==> config.mk <==
export PLATFORM = sky130hd
export DESIGN_NAME = rst_sequencer
export DESIGN_NICKNAME = d
export VERILOG_FILES = /design/src/rtl/rst_seq_pkg.sv /design/src/rtl/btn_debouncer.sv /design/src/rtl/rst_sequencer.sv
export SDC_FILE = /design/constraint.sdc
export NUM_CORES = 1
export LEC_CHECK = 0
export BUFFER_PORTS_ARGS = -buffer_cell sky130_fd_sc_hd__buf_2
export CAP_MARGIN = 40
export CELL_PAD_IN_SITES_DETAIL_PLACEMENT = 1
export CELL_PAD_IN_SITES_GLOBAL_PLACEMENT = 2
export CORE_MARGIN = 2
export CORE_UTILIZATION = 36
export DETAILED_ROUTE_END_ITERATION = 7
export PLACE_DENSITY = 0.85
export SLEW_MARGIN = 20
export SYNTH_ARGS = -nofsm -noshare
export SYNTH_HDL_FRONTEND = slang
export SYNTH_HIERARCHICAL = 1
export SYNTH_SLANG_ARGS = --single-unit
==> constraint.sdc <==
create_clock -name clk -period 2.2 [get_ports clk]
set_input_delay 0.44 -clock clk [delete_from_list [all_inputs] [get_ports clk]]
set_output_delay 0.44 -clock clk [all_outputs]
set_load 0.01 [all_outputs]
==> src/rtl/rst_seq_pkg.sv <==
// Shared types and helpers for the staged reset sequencer.
package rst_seq_pkg;

  typedef enum logic [1:0] {
    RUN,
    ASSERT,
    RELEASE
  } rst_seq_state_e;

  localparam int unsigned TRIG_CNT_W = 8;

  // Counter width able to hold values 0..v-1, never narrower than one bit.
  function automatic int unsigned clog2_min1(input int unsigned v);
    return (v < 2) ? 1 : $clog2(v);
  endfunction

endpackage

==> src/rtl/btn_debouncer.sv <==
// Two-flop synchroniser plus stable-sample debouncer; rise pulses with each
// accepted low-to-high change of the debounced level.
module btn_debouncer
  import rst_seq_pkg::*;
#(
  parameter int unsigned DEBOUNCE_CYCLES = 1000
) (
  input  logic clk,
  input  logic rst,
  input  logic din,
  output logic dout,
  output logic rise
);

  localparam int unsigned CW = clog2_min1(DEBOUNCE_CYCLES);

  logic          sync1;
  logic          sync2;
  logic [CW-1:0] cnt;

  always_ff @(posedge clk) begin
    if (rst) begin
      sync1 <= 1'b0;
      sync2 <= 1'b0;
      dout  <= 1'b0;
      rise  <= 1'b0;
      cnt   <= '0;
    end else begin
      sync1 <= din;
      sync2 <= sync1;
      rise  <= 1'b0;
      // cnt tracks how many consecutive samples have disagreed with dout
      if (sync2 == dout) begin
        cnt <= '0;
      end else if (cnt == CW'(DEBOUNCE_CYCLES - 1)) begin
        dout <= sync2;
        rise <= sync2;
        cnt  <= '0;
      end else begin
        cnt <= cnt + CW'(1);
      end
    end
  end

endmodule

==> src/rtl/rst_sequencer.sv <==
// Multi-channel reset sequencer: holds targeted active-low resets, then
// releases channel k at HOLD_CYCLES + k*STAGE_GAP cycles after sequence start.
module rst_sequencer
  import rst_seq_pkg::*;
#(
  parameter int unsigned NUM_CH          = 4,
  parameter int unsigned HOLD_CYCLES     = 16,
  parameter int unsigned STAGE_GAP       = 8,
  parameter int unsigned DEBOUNCE_CYCLES = 1000
) (
  input  logic                  clk,
  input  logic                  rst,
  input  logic                  btn_in,
  input  logic                  ext_rst_req,
  input  logic                  sw_trigger,
  input  logic [NUM_CH-1:0]     ch_mask,
  output logic [NUM_CH-1:0]     rst_n_out,
  output logic                  seq_busy,
  output logic                  seq_done,
  output logic [TRIG_CNT_W-1:0] trigger_count
);

  localparam int unsigned HW = clog2_min1(HOLD_CYCLES);
  localparam int unsigned SW = clog2_min1(STAGE_GAP);
  localparam int unsigned IW = clog2_min1(NUM_CH + 1);

  rst_seq_state_e  state, state_n;
  logic [HW-1:0]   hold_cnt, hold_n;
  logic [SW-1:0]   slot_cnt, slot_n;
  logic [IW-1:0]   ch_idx, idx_n;
  logic [NUM_CH-1:0] target, target_n, out_n, trig_mask;
  logic [TRIG_CNT_W-1:0] count_n;
  logic            ext_prev;
  logic            btn_rise;
  logic            trig_sw, trig_ext, trig_any;

  btn_debouncer #(
    .DEBOUNCE_CYCLES(DEBOUNCE_CYCLES)
  ) u_debounce (
    .clk (clk),
    .rst (rst),
    .din (btn_in),
    .dout(),
    .rise(btn_rise)
  );

  assign seq_busy = (state != RUN);
  assign seq_done = (state == RELEASE) && (ch_idx == IW'(NUM_CH));

  always_comb begin
    trig_sw   = sw_trigger && (|ch_mask);
    trig_ext  = ext_rst_req && !ext_prev;
    trig_any  = trig_sw || btn_rise || trig_ext;
    trig_mask = {NUM_CH{btn_rise || trig_ext}} | ({NUM_CH{trig_sw}} & ch_mask);

    state_n  = state;
    hold_n   = hold_cnt;
    slot_n   = slot_cnt;
    idx_n    = ch_idx;
    target_n = target;
    out_n    = rst_n_out;
    count_n  = trigger_count;

    if (trig_any && (trigger_count != '1))
      count_n = trigger_count + TRIG_CNT_W'(1);

    if (ext_rst_req) begin
      state_n  = ASSERT;
      hold_n   = '0;
      target_n = '1;
      out_n    = '0;
    end else if (trig_any) begin
      // A trigger while busy widens the running target instead of replacing it
      state_n  = ASSERT;
      hold_n   = '0;
      target_n = (seq_busy ? target : '0) | trig_mask;
      out_n    = rst_n_out & ~target_n;
    end else begin
      case (state)
        RUN: ;
        ASSERT: begin
          out_n = rst_n_out & ~target;
          if (hold_cnt == HW'(HOLD_CYCLES - 1)) begin
            out_n[0] = out_n[0] | target[0];
            state_n  = RELEASE;
            slot_n   = '0;
            idx_n    = IW'(1);
          end else begin
            hold_n = hold_cnt + HW'(1);
          end
        end
        RELEASE: begin
          if (ch_idx == IW'(NUM_CH)) begin
            state_n = RUN;
          end else if (slot_cnt == SW'(STAGE_GAP - 1)) begin
            for (int unsigned k = 0; k < NUM_CH; k++)
              if (ch_idx == IW'(k)) out_n[k] = out_n[k] | target[k];
            idx_n  = ch_idx + IW'(1);
            slot_n = '0;
          end else begin
            slot_n = slot_cnt + SW'(1);
          end
        end
        default: state_n = ASSERT;
      endcase
    end
  end

  always_ff @(posedge clk) begin
    if (rst) begin
      state         <= ASSERT;
      hold_cnt      <= '0;
      slot_cnt      <= '0;
      ch_idx        <= '0;
      target        <= '1;
      rst_n_out     <= '0;
      trigger_count <= '0;
      ext_prev      <= 1'b0;
    end else begin
      state         <= state_n;
      hold_cnt      <= hold_n;
      slot_cnt      <= slot_n;
      ch_idx        <= idx_n;
      target        <= target_n;
      rst_n_out     <= out_n;
      trigger_count <= count_n;
      ext_prev      <= ext_rst_req;
    end
  end

endmodule

==> flow_metrics.env, run 1 <==
export IMPL_worst_hold_path_num_cells=2
export IMPL_cp_slowest_cell="ha_1"
export IMPL_nNetsFinal=312
export IMPL_fin_ws_ps=242
export IMPL_antenna_found_initial=0
export IMPL_root_buffer="clkbuf_8"
export IMPL_cts_setup_buffers=0
export IMPL_ys_seq_elements=43
export IMPL_final_setup_tns_ps=0
export IMPL_yosysTopAreaCell="dfxtp_1"
export IMPL_synthCells=258
export IMPL_slowest_delay_ps=370
export IMPL_async_reset_ff_share_pct=0
export IMPL_via_per_inst=5.62
export IMPL_hold_path_class="in -> reg"
export IMPL_relSlewSlack_pct=62.7
export IMPL_grt_ovfl_total=0
export IMPL_maxSlewViolCount=0
export IMPL_core_um2=6310
export IMPL_firstDrtPassIters=4
export IMPL_peakVddDrop_uv=273
export IMPL_fin_crit_sh_pct=89.0
export IMPL_drtAntennaViolNets=0
export IMPL_ys_seq_area_share_pct=36.7
export IMPL_grt_pass1_wl_um=9770
export IMPL_synth_top_cell_area_share_pct=36.7
export IMPL_endpoint_kind="primary output"
export IMPL_drt_iter0_markers=52
export IMPL_cts_max_level=2
export IMPL_crit_type="reg -> out"
export IMPL_path_max_fanout=10
export IMPL_grt_use_total_pct=16.7
export IMPL_fmax_ghz=0.511
export IMPL_hold_ws_ps=336
export IMPL_num_vias=2061
export IMPL_gp_congestion=0.820
export IMPL_drt_wl_total_um=5670
export IMPL_clk_latency_ps=310
export IMPL_rows=29
export IMPL_portBuffers=22
export IMPL_die_h_um=84.7
export IMPL_worst_ep_required_time_ps=1760
export IMPL_grt_max_degree=23
export IMPL_n_fill_cell=759
export IMPL_power_leakage_nw=1.04
export IMPL_synthTopCellsByArea="dfxtp_1 (37%), ha_1 (7.5%), a21oi_1 (3.8%)"
export IMPL_drc_errors=0
export IMPL_ys_warn_count=6
export IMPL_antenna_cells=0
export IMPL_die_w_um=84.7
export IMPL_die_area_um2=7170
export IMPL_post_route_min_period_ps=1960
export IMPL_rr_worst_depth=6
export IMPL_cts_tree="built"
export IMPL_syn_num_nets=281
export IMPL_cp_cell_sequence="inv_1 -> ha_1 -> and3_1 -> buf_2"
export IMPL_cts_path_max_buffers=2
export IMPL_synth_edf_count=0
export IMPL_drive_above_1_share_pct=20.3
export IMPL_total_power_mw=1.41
export IMPL_post_place_ws_ps=59.1
export IMPL_avgSynthCellArea_um2=9.09
export IMPL_syn2layout_area_growth_pct=14.3
export IMPL_setup_viol=0
export IMPL_first_global_vias=2054
export IMPL_clock_sinks=43
export IMPL_io_pins=23
export IMPL_synth_distinct_cells=59
export IMPL_maxCapViolCount=0
export IMPL_cts_hold_buf=0
export IMPL_cts_resized_gates=0
export IMPL_cts_clk_slew_worst_paths_ps=90
export IMPL_power_density_nw_per_um2=528
export IMPL_rsz0062_at_grt="false"
export IMPL_worst_pin_slew_ps=554
export IMPL_hold_viol=0
export IMPL_netlist_area_um2=2340
export IMPL_avgRoutedWirePerCell_um=15.4
export IMPL_synth_ff_type="dfxtp_1"
export IMPL_critical_path_arrival_ps=1520
export IMPL_cts_buffers_inserted=5
export IMPL_start_util_pct=37.1
export IMPL_hpwlAfterDp_um=4310
export IMPL_outcome="finished, final reports clean"
export IMPL_clock_skew_ps=2.60
export IMPL_final_util_pct=42.4
export IMPL_start_kind="flip-flop"
logic make-up (layout without fill, tap and decap cells):
kind of cell / Yosys count / count (layout) / synth area share, %
AOI/OAI and AO/OA: 67 / 67 / 22.2
xor gates and xnor gates: 6 / 6 / 2.24
adders and majority gates: 14 / 14 / 7.47
buffers and inverters: 22 / 54 / 3.90
DFF: 43 / 43 / 36.7
muxes: 3 / 3 / 1.55
and+or+nand+nor: 103 / 103 / 25.9
layer usage:
layer,part of all wire (%),vias to the layer above,track usage (%),wire length (um)
li1,-,1028,-,-
met1,48,1004,22.0,2730
met2,47,23,27.4,2680
met3,3.0,6,3.24,172
met4,1.4,0,5.19,80
met5,0,-,0,0
power breakdown:
part / internal [mW] / switching [mW] / total, mW
logic: 0.0354 / 0.0550 / 0.0904
clock network: 0.227 / 0.303 / 0.530
registers: 0.786 / 0.00809 / 0.794
layout by cell type (no fill, tap or decap), types with 4 or more instances in the layout:
| cell | synthesis | routed |
|---|---|---|
| ha_1 | 14 | 14 |
| nand4_1 | 5 | 5 |
| nor2_1 | 13 | 13 |
| o21ai_0 | 10 | 10 |
| dfxtp_1 | 43 | 43 |
| xor2_1 | 4 | 4 |
| nor2b_1 | 10 | 10 |
| nand2_1 | 20 | 20 |
| a31oi_1 | 5 | 5 |
| o31ai_1 | 5 | 5 |
| buf_4 | 2 | 10 |
| and4_1 | 5 | 5 |
| buf_2 | 1 | 22 |
| nand2b_1 | 4 | 4 |
| nand3_1 | 12 | 12 |
| clkbuf_8 | 0 | 5 |
| and3_1 | 4 | 4 |
| nor3_1 | 7 | 7 |
| or3_1 | 4 | 4 |
| inv_1 | 14 | 14 |
| a21oi_1 | 18 | 18 |
synth_stat cells, types with 4 or more instances:
| cell type | number |
|---|---|
| a21oi_1 | 18 |
| a31oi_1 | 5 |
| and3_1 | 4 |
| and4_1 | 5 |
| clkbuf_1 | 5 |
| dfxtp_1 | 43 |
| ha_1 | 14 |
| inv_1 | 14 |
| nand2_1 | 20 |
| nand2b_1 | 4 |
| nand3_1 | 12 |
| nand4_1 | 5 |
| nor2_1 | 13 |
| nor2b_1 | 10 |
| nor3_1 | 7 |
| o21ai_0 | 10 |
| o31ai_1 | 5 |
| or3_1 | 4 |
| xor2_1 | 4 |
cell type report:
class	count	area [um^2]	share of cell area [%]
Clock inverter	3	23.8	0.887
Clock buffer	5	68.8	2.57
Multi-Input combinational cell	193	1390	52.0
Sequential cell	43	861	32.1
Inverter	14	52.6	1.96
Tap cell	77	96.3	3.59
Timing Repair Buffer	32	185	6.91
stage by stage:
stage,std cells,cell area [um^2]
after floorplan,258,2340
after global placement,359,2590
after detailed placement,359,2590
after CTS,367,2680
after global routing,367,2680
final,367,2680
worst max-delay path, delay by kind of cell, from the launching register on:
kind / cells / cell delay, ps
adders and majority gates: 1 / 370
buffers and inverters: 2 / 240
and+or+nand+nor: 1 / 260
DFF: 1 / 340
final timing paths:
kind	start	slack, ps	to
worst max-delay path	state[0]	240	seq_done
worst min-delay path	btn_in	340	u_debounce/sync1
worst max register to register	state[0]	280	slot_cnt[1]
worst min register to register	u_debounce/sync1	450	u_debounce/sync2
flip-flops by register name (all words and copies together) (netlist names), named ones only:
| signal | count |
|---|---|
| u_debounce/dout | 1 |
| ch_idx | 3 |
| hold_cnt | 4 |
| ext_prev | 1 |
| u_debounce/cnt | 10 |
| target | 4 |
| u_debounce/sync1 | 1 |
| slot_cnt | 3 |
| u_debounce/sync2 | 1 |
| trigger_count | 8 |
| state | 2 |
| u_debounce/rise | 1 |
Power figures use the tool's default switching activity.
==> run 2: changes to the inputs <==
--- a/config.mk
+++ b/config.mk
@@ -6,13 +6,14 @@
 export NUM_CORES = 1
 export LEC_CHECK = 0
 export BUFFER_PORTS_ARGS = -buffer_cell sky130_fd_sc_hd__buf_2
-export CAP_MARGIN = 40
+export CAP_MARGIN = 20
 export CELL_PAD_IN_SITES_DETAIL_PLACEMENT = 1
 export CELL_PAD_IN_SITES_GLOBAL_PLACEMENT = 2
 export CORE_MARGIN = 2
 export CORE_UTILIZATION = 36
 export DETAILED_ROUTE_END_ITERATION = 7
 export PLACE_DENSITY = 0.85
+export REMOVE_ABC_BUFFERS = 1
 export SLEW_MARGIN = 20
 export SYNTH_ARGS = -nofsm -noshare
 export SYNTH_HDL_FRONTEND = slang
==> run 2 against run 1 <==
Effect of this change: critical path type unchanged; maximum frequency shrank 0.64%; sequential power about the same; sequential cell count did not move; sequential share of layout area fell by 0.060 points; clock power grew 3.8%; clock skew rose by 2.8 ps; highest routed layer unchanged; worst setup slack worse by 13 ps.
==> flow_metrics.env, run 2 (synthesized netlist as in run 1, its figures left out) <==
export IMPL_drt_wl_total_um=5600
export IMPL_via_per_inst=5.62
export IMPL_portBuffers=22
export IMPL_cp_cell_sequence="inv_1 -> ha_1 -> and3_1 -> buf_2"
export IMPL_clock_skew_ps=5.44
export IMPL_maxSlewViolCount=0
export IMPL_worst_pin_slew_ps=583
export IMPL_rsz0062_at_grt="false"
export IMPL_cts_resized_gates=0
export IMPL_nNetsFinal=310
export IMPL_first_global_vias=2083
export IMPL_grt_ovfl_total=0
export IMPL_rows=29
export IMPL_cts_clk_slew_worst_paths_ps=80
export IMPL_final_util_pct=42.5
export IMPL_core_um2=6310
export IMPL_die_h_um=84.7
export IMPL_clock_sinks=43
export IMPL_grt_use_total_pct=16.6
export IMPL_cts_buffers_inserted=5
export IMPL_total_power_mw=1.44
export IMPL_hpwlAfterDp_um=4290
export IMPL_start_util_pct=37.1
export IMPL_crit_type="reg -> out"
export IMPL_final_setup_tns_ps=0
export IMPL_endpoint_kind="primary output"
export IMPL_grt_pass1_wl_um=9850
export IMPL_cts_setup_buffers=0
export IMPL_antenna_found_initial=0
export IMPL_post_route_min_period_ps=1970
export IMPL_firstDrtPassIters=4
export IMPL_num_vias=2052
export IMPL_setup_viol=0
export IMPL_critPathTopFamily="adder cells"
export IMPL_antenna_cells=0
export IMPL_cts_max_level=2
export IMPL_hold_viol=0
export IMPL_drtAntennaViolNets=0
export IMPL_slowest_delay_ps=390
export IMPL_path_max_fanout=11
export IMPL_critical_path_arrival_ps=1530
export IMPL_peakVddDrop_uv=314
export IMPL_avgRoutedWirePerCell_um=15.3
export IMPL_cts_hold_buf=0
export IMPL_mostFrequentLayoutCells="dfxtp_1 (43), buf_2 (22), nand2_1 (20)"
export IMPL_hold_path_class="in -> reg"
export IMPL_hold_ws_ps=361
export IMPL_outcome="finished, final reports clean"
export IMPL_cts_path_max_buffers=2
export IMPL_worst_ep_required_time_ps=1760
export IMPL_power_leakage_nw=1.04
export IMPL_fmax_ghz=0.508
export IMPL_syn2layout_area_growth_pct=14.5
export IMPL_io_pins=23
export IMPL_relSlewSlack_pct=60.1
export IMPL_maxCapViolCount=0
export IMPL_cp_buffers_inverters=2
export IMPL_place_inst=357
export IMPL_largest_register="u_debounce/cnt"
export IMPL_stdcell_count=365
export IMPL_cts_tree="built"
export IMPL_largestRegisters="u_debounce/cnt x10, trigger_count x8"
export IMPL_root_buffer="clkbuf_8"
export IMPL_fin_crit_sh_pct=89.6
export IMPL_power_density_nw_per_um2=535
export IMPL_grt_max_degree=26
export IMPL_die_w_um=84.7
export IMPL_die_area_um2=7170
export IMPL_largest_register_ffs=10
export IMPL_drive_above_1_share_pct=19.4
export IMPL_clk_latency_ps=280
export IMPL_layout_commonest_cell="dfxtp_1"
export IMPL_drt_iter0_markers=82
export IMPL_cp_slowest_cell="ha_1"
export IMPL_drc_errors=0
export IMPL_gp_congestion=0.798
export IMPL_start_kind="flip-flop"
[run 2: path summary, 6_finish.rpt]
path	startpoint	to	slack (ps)	cells after the start
setup / recovery	state[0]	seq_done	230	4
hold / removal	btn_in	u_debounce/sync1	360	2
setup reg to reg	state[0]	slot_cnt[0]	250	6
hold reg to reg	u_debounce/sync1	u_debounce/sync2	440	1
[run 2: power breakdown]
| part | internal [mW] | leakage [nW] | switching [mW] | total (mW) |
|---|---|---|---|---|
| logic | 0.0361 | 0.644 | 0.0572 | 0.0932 |
| registers | 0.786 | 0.348 | 0.00836 | 0.794 |
| clock network | 0.287 | 0.0515 | 0.263 | 0.550 |
[run 2: metrics by stage]
| step | setup WS (ps) | area, um^2 |
|---|---|---|
| 2_1_floorplan | 216 | 2310 |
| 3_3_place_gp | 127 | 2580 |
| 3_5_place_dp | 75.9 | 2580 |
| 4_1_cts | 225 | 2690 |
| 5_1_grt | 86.3 | 2690 |
| 6_report | 230 | 2690 |
[run 2: metal layers]
layer | vias to the layer above | share of wire (%) | GRT usage [%] | wire length (um)
met5 | - | 0 | 0 | 0
met4 | 0 | 0.70 | 3.90 | 39
met3 | 4 | 3.2 | 3.34 | 179
met2 | 29 | 47 | 27.5 | 2610
met1 | 998 | 50 | 22.2 | 2770
li1 | 1021 | - | - | -
[run 2: layout make-up]
| cell class | instances | area [um^2] |
|---|---|---|
| Fill cell | 769 | 3630 |
| Multi-Input combinational cell | 193 | 1390 |
| Sequential cell | 43 | 861 |
| Timing Repair Buffer | 30 | 183 |
| Clock buffer | 8 | 100 |
| Tap cell | 77 | 96.3 |
| Inverter | 14 | 52.6 |
==> run 3: changes to the inputs <==
--- a/config.mk
+++ b/config.mk
@@ -5,14 +5,15 @@
 export SDC_FILE = /design/constraint.sdc
 export NUM_CORES = 1
 export LEC_CHECK = 0
+export ABC_AREA = 1
 export BUFFER_PORTS_ARGS = -buffer_cell sky130_fd_sc_hd__buf_2
 export CAP_MARGIN = 20
 export CELL_PAD_IN_SITES_DETAIL_PLACEMENT = 1
-export CELL_PAD_IN_SITES_GLOBAL_PLACEMENT = 2
+export CELL_PAD_IN_SITES_GLOBAL_PLACEMENT = 1
 export CORE_MARGIN = 2
-export CORE_UTILIZATION = 36
+export CORE_UTILIZATION = 39
 export DETAILED_ROUTE_END_ITERATION = 7
-export PLACE_DENSITY = 0.85
+export PLACE_DENSITY = 0.8
 export REMOVE_ABC_BUFFERS = 1
 export SLEW_MARGIN = 20
 export SYNTH_ARGS = -nofsm -noshare
==> run 3 against run 2 <==
Effect of this change: sequential power hardly changed; wire length down 5.8%; critical path type unchanged; largest cell class unchanged; die area is 11% lower; combinational power shrank 9.8%; core utilization is 3.7 points higher.
==> flow_metrics.env, run 3 <==
export IMPL_outcome="finished, final reports clean"
export IMPL_cts_hold_buf=0
export IMPL_synth_top_cell_area_share_pct=38.5
export IMPL_rr_endpoint="ch_idx[2]"
export IMPL_maxSlewViolCount=0
export IMPL_start_kind="flip-flop"
export IMPL_portBuffers=22
export IMPL_drtAntennaViolNets=0
export IMPL_maxCapViolCount=0
export IMPL_root_buffer="clkbuf_8"
export IMPL_synth_ff_type="dfxtp_1"
export IMPL_peakVddDrop_uv=326
export IMPL_die_w_um=79.7
export IMPL_setup_viol=0
export IMPL_critPathMostFrequentCell="inv_1"
export IMPL_syn2layout_area_growth_pct=13.9
export IMPL_synthTopCellsByArea="dfxtp_1 (39%), nand2_1 (9.7%), ha_1 (7.8%)"
export IMPL_cp_cell_sequence="inv_1 -> ha_1 -> nand3_1 -> inv_1 -> buf_2"
export IMPL_endpoint_kind="primary output"
export IMPL_r2r_slack_ps=340
export IMPL_total_power_mw=1.52
export IMPL_worst_hold_path_num_cells=3
export IMPL_worst_pin_slew_ps=328
export IMPL_cp_slowest_cell="dfxtp_1"
export IMPL_power_frac_seq_pct=52.2
export IMPL_grt_ovfl_total=0
export IMPL_hold_path_class="in -> reg"
export IMPL_ys_seq_area_share_pct=38.5
export IMPL_cts_max_level=2
export IMPL_ys_warn_count=6
export IMPL_yosysMostFrequentCell="nand2_1"
export IMPL_fin_ws_ps=188
export IMPL_p_sw_share_pct=24.3
export IMPL_slowest_delay_ps=350
export IMPL_num_vias=2018
export IMPL_antenna_cells=0
export IMPL_relSlewSlack_pct=78.1
export IMPL_antenna_found_initial=0
export IMPL_cts_setup_buffers=0
export IMPL_min_delay_start="btn_in"
export IMPL_first_global_vias=2034
export IMPL_rsz0062_at_grt="false"
export IMPL_worst_ep_required_time_ps=1760
export IMPL_final_setup_tns_ps=0
export IMPL_drive_above_1_share_pct=16.1
export IMPL_hold_ws_ps=333
export IMPL_largest_register_ffs=10
export IMPL_path_max_fanout=9
export IMPL_crit_type="reg -> out"
export IMPL_hpwlAfterDp_um=4080
export IMPL_final_cell_area_um2=2540
export IMPL_die_h_um=79.7
export IMPL_drc_errors=0
export IMPL_netlist_area_um2=2230
export IMPL_critPathTopFamily="flip-flops"
export IMPL_async_reset_ff_share_pct=0
export IMPL_power_internal_mw=1.15
export IMPL_ys_seq_elements=43
export IMPL_yosysTopAreaCell="dfxtp_1"
export IMPL_fin_crit_sh_pct=91.5
export IMPL_combPwrFrac_pct=5.5
export IMPL_avgRoutedWirePerCell_um=13.2
export IMPL_drt_iter0_markers=36
export IMPL_cts_clk_slew_worst_paths_ps=90
export IMPL_place_area_um2=2430
export IMPL_clock_skew_ps=8.25
export IMPL_reg2reg_from="state[0]"
export IMPL_avgSynthCellArea_um2=7.45
export IMPL_drt_wl_total_um=5280
export IMPL_synthCells=300
export IMPL_p_sw_uw=370
export IMPL_nNetsFinal=351
export IMPL_grt_max_degree=15
export IMPL_gp_congestion=0.863
export IMPL_grt_use_total_pct=17.8
export IMPL_core_um2=5510
export IMPL_layout_commonest_cell="nand2_1"
export IMPL_grt_pass1_wl_um=8920
export IMPL_critical_path_arrival_ps=1570
export IMPL_die_area_um2=6350
export IMPL_start_util_pct=40.6
export IMPL_synth_edf_count=0
export IMPL_largestRegisters="u_debounce/cnt x10, trigger_count x8"
export IMPL_post_route_min_period_ps=2010
export IMPL_cts_buffers_inserted=5
export IMPL_fmax_ghz=0.497
export IMPL_firstDrtPassIters=4
export IMPL_cts_path_max_buffers=2
export IMPL_clk_latency_ps=310
export IMPL_holdPathEnd="u_debounce/sync1"
export IMPL_power_leakage_nw=1.11
export IMPL_largest_register="u_debounce/cnt"
export IMPL_post_synth_most_frequent_cells="nand2_1 (58), dfxtp_1 (43), nor2_1 (37)"
export IMPL_clock_sinks=43
export IMPL_cts_resized_gates=0
export IMPL_power_density_nw_per_um2=598
export IMPL_via_per_inst=5.03
export IMPL_rr_worst_depth=8
export IMPL_synth_distinct_cells=31
export IMPL_cp_buffers_inverters=3
export IMPL_clock_power_share_pct=42.3
export IMPL_cts_tree="built"
export IMPL_rows=27
export IMPL_post_place_ws_ps=390
export IMPL_hold_viol=0
export IMPL_mostFrequentLayoutCells="nand2_1 (58), dfxtp_1 (43), nor2_1 (37)"
export IMPL_io_pins=23
## run 3: worst min-delay path: cells and delay by family
family / cells / cell delay, ps
buffers and inverters: 2 / 140
AND/OR/NAND/NOR: 1 / 30
## run 3: kinds of logic after synthesis
logic type	share of synthesized area, %
AOI/OAI and AO/OA	12.3
and+or+nand+nor	31.3
adders and majority gates	7.84
buffers and inverters	6.49
xor gates and xnor gates	3.53
DFF	38.5
## run 3: how the worst max path moves through the flow
stage          cells past startpoint         from          end
3_3_place_gp                      10  hold_cnt[0]    ch_idx[2]
2_1_floorplan                      8     state[0]  slot_cnt[0]
3_5_place_dp                       8     state[0]    ch_idx[2]
6_report                           5     state[0]     seq_done
5_1_grt                            5     state[0]     seq_done
4_1_cts                            5     state[0]     seq_done
## run 3: layout make-up
class | count | area (um^2)
clock buffers | 5 | 68.8
clock inverters | 3 | 43.8
multi-input cells | 219 | 1230
repair buffers | 23 | 118
well taps | 72 | 90.1
inverters | 36 | 135
fillers | 739 | 2960
flip-flops and latches | 43 | 861
## run 3: through the flow
step                      util (%)  cells
after detailed placement      44.2    393
after global routing          46.2    401
after global placement        44.2    393
after floorplan                  -    298
after CTS                     46.2    401
final                         46.2    401
## run 3: metal layers
layer  track usage (%)  vias up  share of wire, %
li1                  -     1040                 -
met1              21.1      950                46
met2              31.7       20                50
met3              3.39        8               2.4
met4              6.72        0               1.7
met5                 0        -                 0
## run 3: power by group through the flow
stage	clock, mW	sequential (mW)	combinational (mW)
2_1_floorplan	0	0.814	0.0471
3_3_place_gp	0	0.812	0.0812
3_5_place_dp	0	0.813	0.0845
4_1_cts	0.651	0.794	0.0852
5_1_grt	0.681	0.796	0.0962
6_report	0.644	0.794	0.0841
